--- config.mk ---
export PLATFORM = sky130hd
export DESIGN_NAME = sha256_stream_hasher
export DESIGN_NICKNAME = d
export VERILOG_FILES = /design/src/rtl/sha256_stream_hasher.sv
export SDC_FILE = /design/constraint.sdc
export NUM_CORES = 2
export LEC_CHECK = 0
export ABC_AREA = 1
export CELL_PAD_IN_SITES_DETAIL_PLACEMENT = 0
export CELL_PAD_IN_SITES_GLOBAL_PLACEMENT = 2
export CORE_MARGIN = 5
export CORE_UTILIZATION = 42
export DETAILED_ROUTE_END_ITERATION = 6
export GPL_ROUTABILITY_DRIVEN = 0
export HOLD_SLACK_MARGIN = 0.06
export MAX_ROUTING_LAYER = met4
export PLACE_DENSITY = 0.85
export SYNTH_ARGS = -nofsm -noshare
export SYNTH_HDL_FRONTEND = slang
export SYNTH_SLANG_ARGS = --single-unit
--- constraint.sdc ---
create_clock -name clk -period 29 [get_ports clk]
set_input_delay 5.8 -clock clk [delete_from_list [all_inputs] [get_ports clk]]
set_output_delay 5.8 -clock clk [all_outputs]
set_load 0.05 [all_outputs]
--- src/rtl/sha256_stream_hasher.sv ---
// SHA-256 engine hashing NUM_OF_WORDS words from a synchronous word-addressed memory.
// Padding is generated in hardware and the message schedule rolls through a 16-word window.
module sha256_stream_hasher #(
  parameter int NUM_OF_WORDS = 20,
  parameter int ADDR_W       = 16
) (
  input  logic              clk,
  input  logic              reset_n,
  input  logic              start,
  input  logic [ADDR_W-1:0] message_addr,
  input  logic [ADDR_W-1:0] output_addr,
  output logic              done,
  output logic              mem_clk,
  output logic              mem_we,
  output logic [ADDR_W-1:0] mem_addr,
  output logic [31:0]       mem_write_data,
  input  logic [31:0]       mem_read_data,
  output logic [255:0]      digest
);

  localparam int NB = (NUM_OF_WORDS + 2) / 16 + 1;
  localparam logic [31:0] LEN_WORDS = 32'(NUM_OF_WORDS);
  localparam logic [31:0] LEN_BITS  = 32'(NUM_OF_WORDS * 32);
  localparam logic [31:0] LAST_IDX  = 32'(16 * NB - 1);

  localparam logic [2:0] S_IDLE    = 3'd0;
  localparam logic [2:0] S_LOAD    = 3'd1;
  localparam logic [2:0] S_COMPUTE = 3'd2;
  localparam logic [2:0] S_UPDATE  = 3'd3;
  localparam logic [2:0] S_WRITE   = 3'd4;

  localparam logic [0:7][31:0] H_INIT = {
    32'h6a09e667, 32'hbb67ae85, 32'h3c6ef372, 32'ha54ff53a,
    32'h510e527f, 32'h9b05688c, 32'h1f83d9ab, 32'h5be0cd19};

  localparam logic [0:63][31:0] K_TABLE = {
    32'h428a2f98, 32'h71374491, 32'hb5c0fbcf, 32'he9b5dba5, 32'h3956c25b, 32'h59f111f1, 32'h923f82a4, 32'hab1c5ed5,
    32'hd807aa98, 32'h12835b01, 32'h243185be, 32'h550c7dc3, 32'h72be5d74, 32'h80deb1fe, 32'h9bdc06a7, 32'hc19bf174,
    32'he49b69c1, 32'hefbe4786, 32'h0fc19dc6, 32'h240ca1cc, 32'h2de92c6f, 32'h4a7484aa, 32'h5cb0a9dc, 32'h76f988da,
    32'h983e5152, 32'ha831c66d, 32'hb00327c8, 32'hbf597fc7, 32'hc6e00bf3, 32'hd5a79147, 32'h06ca6351, 32'h14292967,
    32'h27b70a85, 32'h2e1b2138, 32'h4d2c6dfc, 32'h53380d13, 32'h650a7354, 32'h766a0abb, 32'h81c2c92e, 32'h92722c85,
    32'ha2bfe8a1, 32'ha81a664b, 32'hc24b8b70, 32'hc76c51a3, 32'hd192e819, 32'hd6990624, 32'hf40e3585, 32'h106aa070,
    32'h19a4c116, 32'h1e376c08, 32'h2748774c, 32'h34b0bcb5, 32'h391c0cb3, 32'h4ed8aa4a, 32'h5b9cca4f, 32'h682e6ff3,
    32'h748f82ee, 32'h78a5636f, 32'h84c87814, 32'h8cc70208, 32'h90befffa, 32'ha4506ceb, 32'hbef9a3f7, 32'hc67178f2};

  function automatic logic [31:0] rotr(input logic [31:0] x, input int unsigned n);
    return (x >> n) | (x << (32 - n));
  endfunction

  logic [2:0]        state;
  logic [6:0]        cnt;
  logic [8:0]        blk;
  logic [ADDR_W-1:0] msg_base;
  logic [ADDR_W-1:0] out_base;
  logic [0:7][31:0]  h_state;
  logic [0:7][31:0]  h_sum;
  logic [15:0][31:0] w;
  logic [31:0]       va, vb, vc, vd, ve, vf, vg, vh;
  logic [31:0]       load_idx;
  logic [31:0]       pad_word;
  logic [31:0]       w_next;
  logic [31:0]       t1;
  logic [31:0]       t2;
  logic              last_blk;

  assign mem_clk  = clk;
  assign done     = (state == S_IDLE);
  assign last_blk = (32'(blk) + 32'd1 == 32'(NB));
  assign load_idx = 32'({blk, 4'b0000}) + 32'(cnt) - 32'd1;
  assign h_sum    = {h_state[0] + va, h_state[1] + vb, h_state[2] + vc, h_state[3] + vd,
                     h_state[4] + ve, h_state[5] + vf, h_state[6] + vg, h_state[7] + vh};

  // Slot captured this cycle: fetched word, the 0x80 marker, the bit length, or zero.
  always_comb begin
    // NOTE: every always_comb output gets a default first so no path can infer a latch.
    pad_word = 32'h0;
    if (load_idx < LEN_WORDS)       pad_word = mem_read_data;
    else if (load_idx == LEN_WORDS) pad_word = 32'h8000_0000;
    else if (load_idx == LAST_IDX)  pad_word = LEN_BITS;
  end

  // w[0] is W[t]; w_next is W[t+16], shifted in as W[t] retires.
  always_comb begin
    w_next = (rotr(w[14], 17) ^ rotr(w[14], 19) ^ (w[14] >> 10)) + w[9]
           + (rotr(w[1], 7) ^ rotr(w[1], 18) ^ (w[1] >> 3)) + w[0];
    t1 = vh + (rotr(ve, 6) ^ rotr(ve, 11) ^ rotr(ve, 25)) + ((ve & vf) ^ (~ve & vg))
       + K_TABLE[cnt[5:0]] + w[0];
    t2 = (rotr(va, 2) ^ rotr(va, 13) ^ rotr(va, 22)) + ((va & vb) ^ (va & vc) ^ (vb & vc));
  end

  always_ff @(posedge clk or negedge reset_n) begin
    if (!reset_n) begin
      state          <= S_IDLE;
      cnt            <= '0;
      blk            <= '0;
      msg_base       <= '0;
      out_base       <= '0;
      mem_we         <= 1'b0;
      mem_addr       <= '0;
      mem_write_data <= '0;
      digest         <= '0;
    end else begin
      // NOTE: sequential state uses non-blocking assignments so every register samples pre-edge values.
      case (state)
        S_IDLE: if (start) begin
          msg_base <= message_addr;
          out_base <= output_addr;
          blk      <= '0;
          cnt      <= '0;
          mem_addr <= message_addr;
          state    <= S_LOAD;
        end
        S_LOAD: begin
          if (cnt < 7'd15)
            mem_addr <= msg_base + ADDR_W'(32'({blk, 4'b0000}) + 32'(cnt) + 32'd1);
          if (cnt == 7'd16) begin
            cnt   <= '0;
            state <= S_COMPUTE;
          end else begin
            cnt <= cnt + 7'd1;
          end
        end
        S_COMPUTE: begin
          if (cnt == 7'd63) begin
            cnt   <= '0;
            state <= S_UPDATE;
          end else begin
            cnt <= cnt + 7'd1;
          end
        end
        S_UPDATE: begin
          if (last_blk) begin
            state          <= S_WRITE;
            digest         <= h_sum;
            mem_we         <= 1'b1;
            mem_addr       <= out_base;
            mem_write_data <= h_sum[0];
          end else begin
            state    <= S_LOAD;
            blk      <= blk + 9'd1;
            mem_addr <= msg_base + ADDR_W'(32'({blk + 9'd1, 4'b0000}));
          end
        end
        S_WRITE: begin
          if (cnt == 7'd7) begin
            cnt    <= '0;
            mem_we <= 1'b0;
            state  <= S_IDLE;
          end else begin
            cnt            <= cnt + 7'd1;
            mem_addr       <= out_base + ADDR_W'(32'(cnt) + 32'd1);
            mem_write_data <= h_state[cnt[2:0] + 3'd1];
          end
        end
        default: state <= S_IDLE;
      endcase
    end
  end

  // NOTE: hash state, working variables and schedule window are fully written before use, so they carry no reset.
  always_ff @(posedge clk) begin
    case (state)
      S_IDLE: if (start) h_state <= H_INIT;
      S_LOAD: begin
        if (cnt != 7'd0) w <= {pad_word, w[15:1]};
        if (cnt == 7'd16) {va, vb, vc, vd, ve, vf, vg, vh} <= h_state;
      end
      S_COMPUTE: begin
        vh <= vg;
        vg <= vf;
        vf <= ve;
        ve <= vd + t1;
        vd <= vc;
        vc <= vb;
        vb <= va;
        va <= t1 + t2;
        w  <= {w_next, w[15:1]};
      end
      S_UPDATE: h_state <= h_sum;
      default: ;
    endcase
  end

endmodule

Word level (Yosys, flattened, before mapping)
Memories as Yosys holds them, arrays and structs flattened.
Index checks and enable logic that the tools add are counted.
{"block": "totals", "out_inout_bits": 307, "mem_count": 1, "rom_bits": 2048, "reg_bits": 1380}
{"name": "(name not given)", "depth": 64, "width": 32, "rd": 1, "rd_ports_with_merged_regs": 0, "wr": 0, "line_no": "87", "source": "+ K_TABLE[cnt[5:0]] + w[0];"}
{"block": "op_classes", "eq_ne": 19, "addsub": 29, "n_mux": 53, "n_bitwise": 29, "n_reduce_logical": 18, "n_lt_le_gt_ge": 4}
{"cell": "$pmux 512 s2", "count": 1}
{"cell": "$add 32x32->32", "count": 18}
{"cell": "$pmux 32 s2", "count": 9}
{"cell": "$mux 32", "count": 16}
{"cell": "$mux 512", "count": 1}
{"cell": "$pmux 256 s2", "count": 1}
{"cell": "$xor 32x32->32", "count": 9}
{"cell": "$mux 256", "count": 1}
{"cell": "$and 32x32->32", "count": 5}
{"cell": "$bmux 32 s3", "count": 1}
{"cell": "$eq 32x5->1 const B", "count": 2}
{"cell": "$mux 16", "count": 4}
{"cell": "$pmux 16 s4", "count": 1}
{"cell": "$lt 32x5->1 const B", "count": 1}
{"cell": "$not 32->32", "count": 1}
{"cell": "$or 10x32->32", "count": 1}
{"cell": "$or 13x32->32", "count": 1}
{"cell": "$or 14x32->32", "count": 1}
{"cell": "$or 15x32->32", "count": 1}
{"cell": "$or 19x32->32", "count": 1}
{"cell": "$or 21x32->32", "count": 1}
{"cell": "$or 25x32->32", "count": 1}
{"cell": "$or 26x32->32", "count": 1}
{"cell": "$or 30x32->32", "count": 1}
{"cell": "43 further kinds", "count": 72}

Longest topological paths before layout
{"block": "depth", "word_depth": 9, "mapped_depth": 42}

==> qor.txt <==
status -> finished with violations
failing checks -> DRC, capacitance limit
I/O pins -> 374
Post-CTS Setup Inserts -> 0
drt drc -> 85
mapped cell area -> 86500 sq um
hold_sp -> w[231]
setup slack after layout -> 7.76 ns
vias after detailed routing -> 74.2k
Die H -> 464 um
final WL -> 359 mm
CP endpoint kind -> output pin
post-cts sizing count -> 0
RSZ-0062 raised after global routing -> false
first-pass GRT wire length -> 507 mm
Critical Path Stages -> 3
Final Util -> 48.0%
Critical Path AT -> 15.44 ns
Starting DRT DRC Count -> 8936
Post-synth EDFFs -> 1024
HPWL after DPL -> 283 mm
Synth cell types -> 70
die area -> 215000 sq um
Fin Hold WS -> 0.394 ns
Design Area, Final -> 98300 sq um
Post-Synthesis Cells -> 9939
Placed Cells -> 12.8k
Slew @ Worst Pin -> 1.48 ns
final setup vio count -> 0
critical path's largest stage delay -> 0.69 ns
startpoint types -> clock port
P_leak -> 44.0 nW
Reg2Reg Setup Slack -> 19.76 ns
Worst path top cell family by delay -> buffers and inverters
number of max-slew violations in the final report -> 0
hold bufs inserted after CTS -> 0
Reg-to-Reg Start -> cnt[0]
Hold Vio Cnt, Final -> 0
Post-DRT Antenna Nets -> 0
Layout area overhead -> 13.7%
Non-Filler Instances -> 13.1k
#FFs+latches synth -> 1380
syn nets -> 10.6k
Setup CP Type -> clk -> out
Core Area -> 205000 sq um
GRT overflow -> 0
buffer and inverter count on the worst path -> 3
vias in the first global route -> 71.3k
most frequent cells in the layout -> nand2_1, inv_1, edfxtp_1
Final Net Count -> 10.9k
Avg Cell Area, Syn -> 8.70 sq um
Fin Clk Skew -> 0.0547 ns
total power -> 4.22 mW
HP Class -> reg -> reg
predominant post-synthesis flop cell -> edfxtp_1
slowest CP cell -> clkdlybuf4s50_1
mean routed wirelength per cell -> 27.4 um
crit-path max FO -> 3
row count -> 166
Seq/Total Area, Yosys -> 45.9%
DRT Pass-1 Iters -> 7
pwr dens -> 43.0 nW/um^2
PortBufs -> 373
Synth Warn # -> 0
initial antenna violation count -> 21
VDD IR max -> 65.8 uV
Place WS -> 8.03 ns
Initial Util -> 42.2%
Clock Latency Late Sink -> 0.98 ns
Max-cap violations -> 1
die span in x -> 464 um
number of fillers in the final layout -> 19.9k
ys async rst share -> 25.8%
worst setup path endpoint -> mem_clk
Cell Chain, Critical Path -> clkbuf_16 > clkbuf_16 > clkdlybuf4s50_1
pin count of the biggest net entering global routing -> 208
commonest non-fill, non-tap cell in the layout -> nand2_1
total negative setup slack -> 0 ns
crit path from -> clk
required time of the worst setup path -> 23.20 ns
reg2reg path depth -> 37
CP most frequent cell -> clkbuf_16
Slew HR -> 0.392%
share of cells above drive strength 1 -> 4.25%
TritonCTS clock tree -> done
placed instance area -> 92900 sq um
Via-to-Cell Ratio -> 5.68
worst reg2reg path endpoint -> va[26]
All-Layer GR Usage -> 33.4%
clk slew on worst S/H paths -> 0.07 ns
## layer usage
layer	global-route usage, %	wire, um	up-vias
met5	-	0	-
met4	21.6	28800	0
met3	5.94	29600	909
met2	50.9	160000	3718
met1	41.0	140000	35800
li1	-	-	33800
## synthesized netlist by cell type, types with 28 or more instances
master       n  area (sq um)
nand2_1   2391          8970
inv_1     1241          4660
edfxtp_1  1024         30700
o21ai_0    957          4790
nor2_1     726          2730
a21oi_1    572          2860
ha_1       437          5470
nand3_1    402          2010
dfrtp_1    356          8910
clkbuf_1   268          1010
xnor2_1    266          2330
xor2_1     246          2150
fa_1       199          3980
nor3_1      94           470
nand4_1     88           551
a21o_1      64           480
a31oi_1     60           375
o21bai_1    60           450
or2_2       55           344
o22ai_1     46           288
a21boi_0    40           300
buf_2       31           155
o221ai_1    29           254
nor4_1      28           175
## worst reg2reg max path: cells and delay by family (launching register included)
family | cells | cell delay (ns)
adders and majority gates | 6 | 2.38
and+or+nand+nor | 14 | 1.87
AOI/OAI and AO/OA | 8 | 1.84
buffers and inverters | 8 | 1.56
DFF | 1 | 0.81
xor gates and xnor gates | 1 | 0.51
## power breakdown
| part | total (mW) | internal [mW] | leakage, nW | switching [mW] |
|---|---|---|---|---|
| Clock | 2.08 | 1.20 | 2.62 | 0.881 |
| Sequential | 2.11 | 2.10 | 16.3 | 0.00374 |
| Combinational | 0.0388 | 0.0145 | 25.1 | 0.0243 |
## sequential cells by signal, summed over array words and instances (netlist names), 9 cells and up
name,flops
vb,32
mem_addr,16
va,32
out_base,16
vc,32
blk,9
w,512
vh,32
vd,32
msg_base,16
vf,32
mem_write_data,32
digest,256
vg,32
ve,32
h_state,256
## final cells by class
class                   count  area, sq um  area share [%]
diodes                     21         52.6          0.0535
clock buffers             208         4450            4.53
clock inverters            85          885           0.900
inverters                1253         4730            4.81
multi-input cells        6982        40800            41.5
flip-flops and latches   1380        39700            40.3
well taps                2688         3360            3.42
repair buffers            451         4360            4.43
## how the worst min path moves through the flow
stage | cells after the start | endpoint | slack [ns]
2_1_floorplan | 0 | w[100] | 0.40
4_1_cts | 0 | w[199] | 0.39
5_1_grt | 0 | w[54] | 0.41
3_3_place_gp | 0 | w[62] | 0.40
3_5_place_dp | 0 | w[114] | 0.40
6_report | 0 | w[199] | 0.39
## cells by family (layout without fill, tap and decap cells)
kind of cell,count (synthesis),count (layout),share of synthesized area (%)
AOI/OAI and AO/OA,1995,1995,12.8
xor gates and xnor gates,514,514,5.22
adders and majority gates,637,637,10.9
buffers and inverters,1577,1997,6.98
DFF,1380,1380,45.9
muxes,1,1,0.0116
other,0,21,0
and+or+nand+nor,3835,3835,18.1
(Power assumes the default switching activity.)
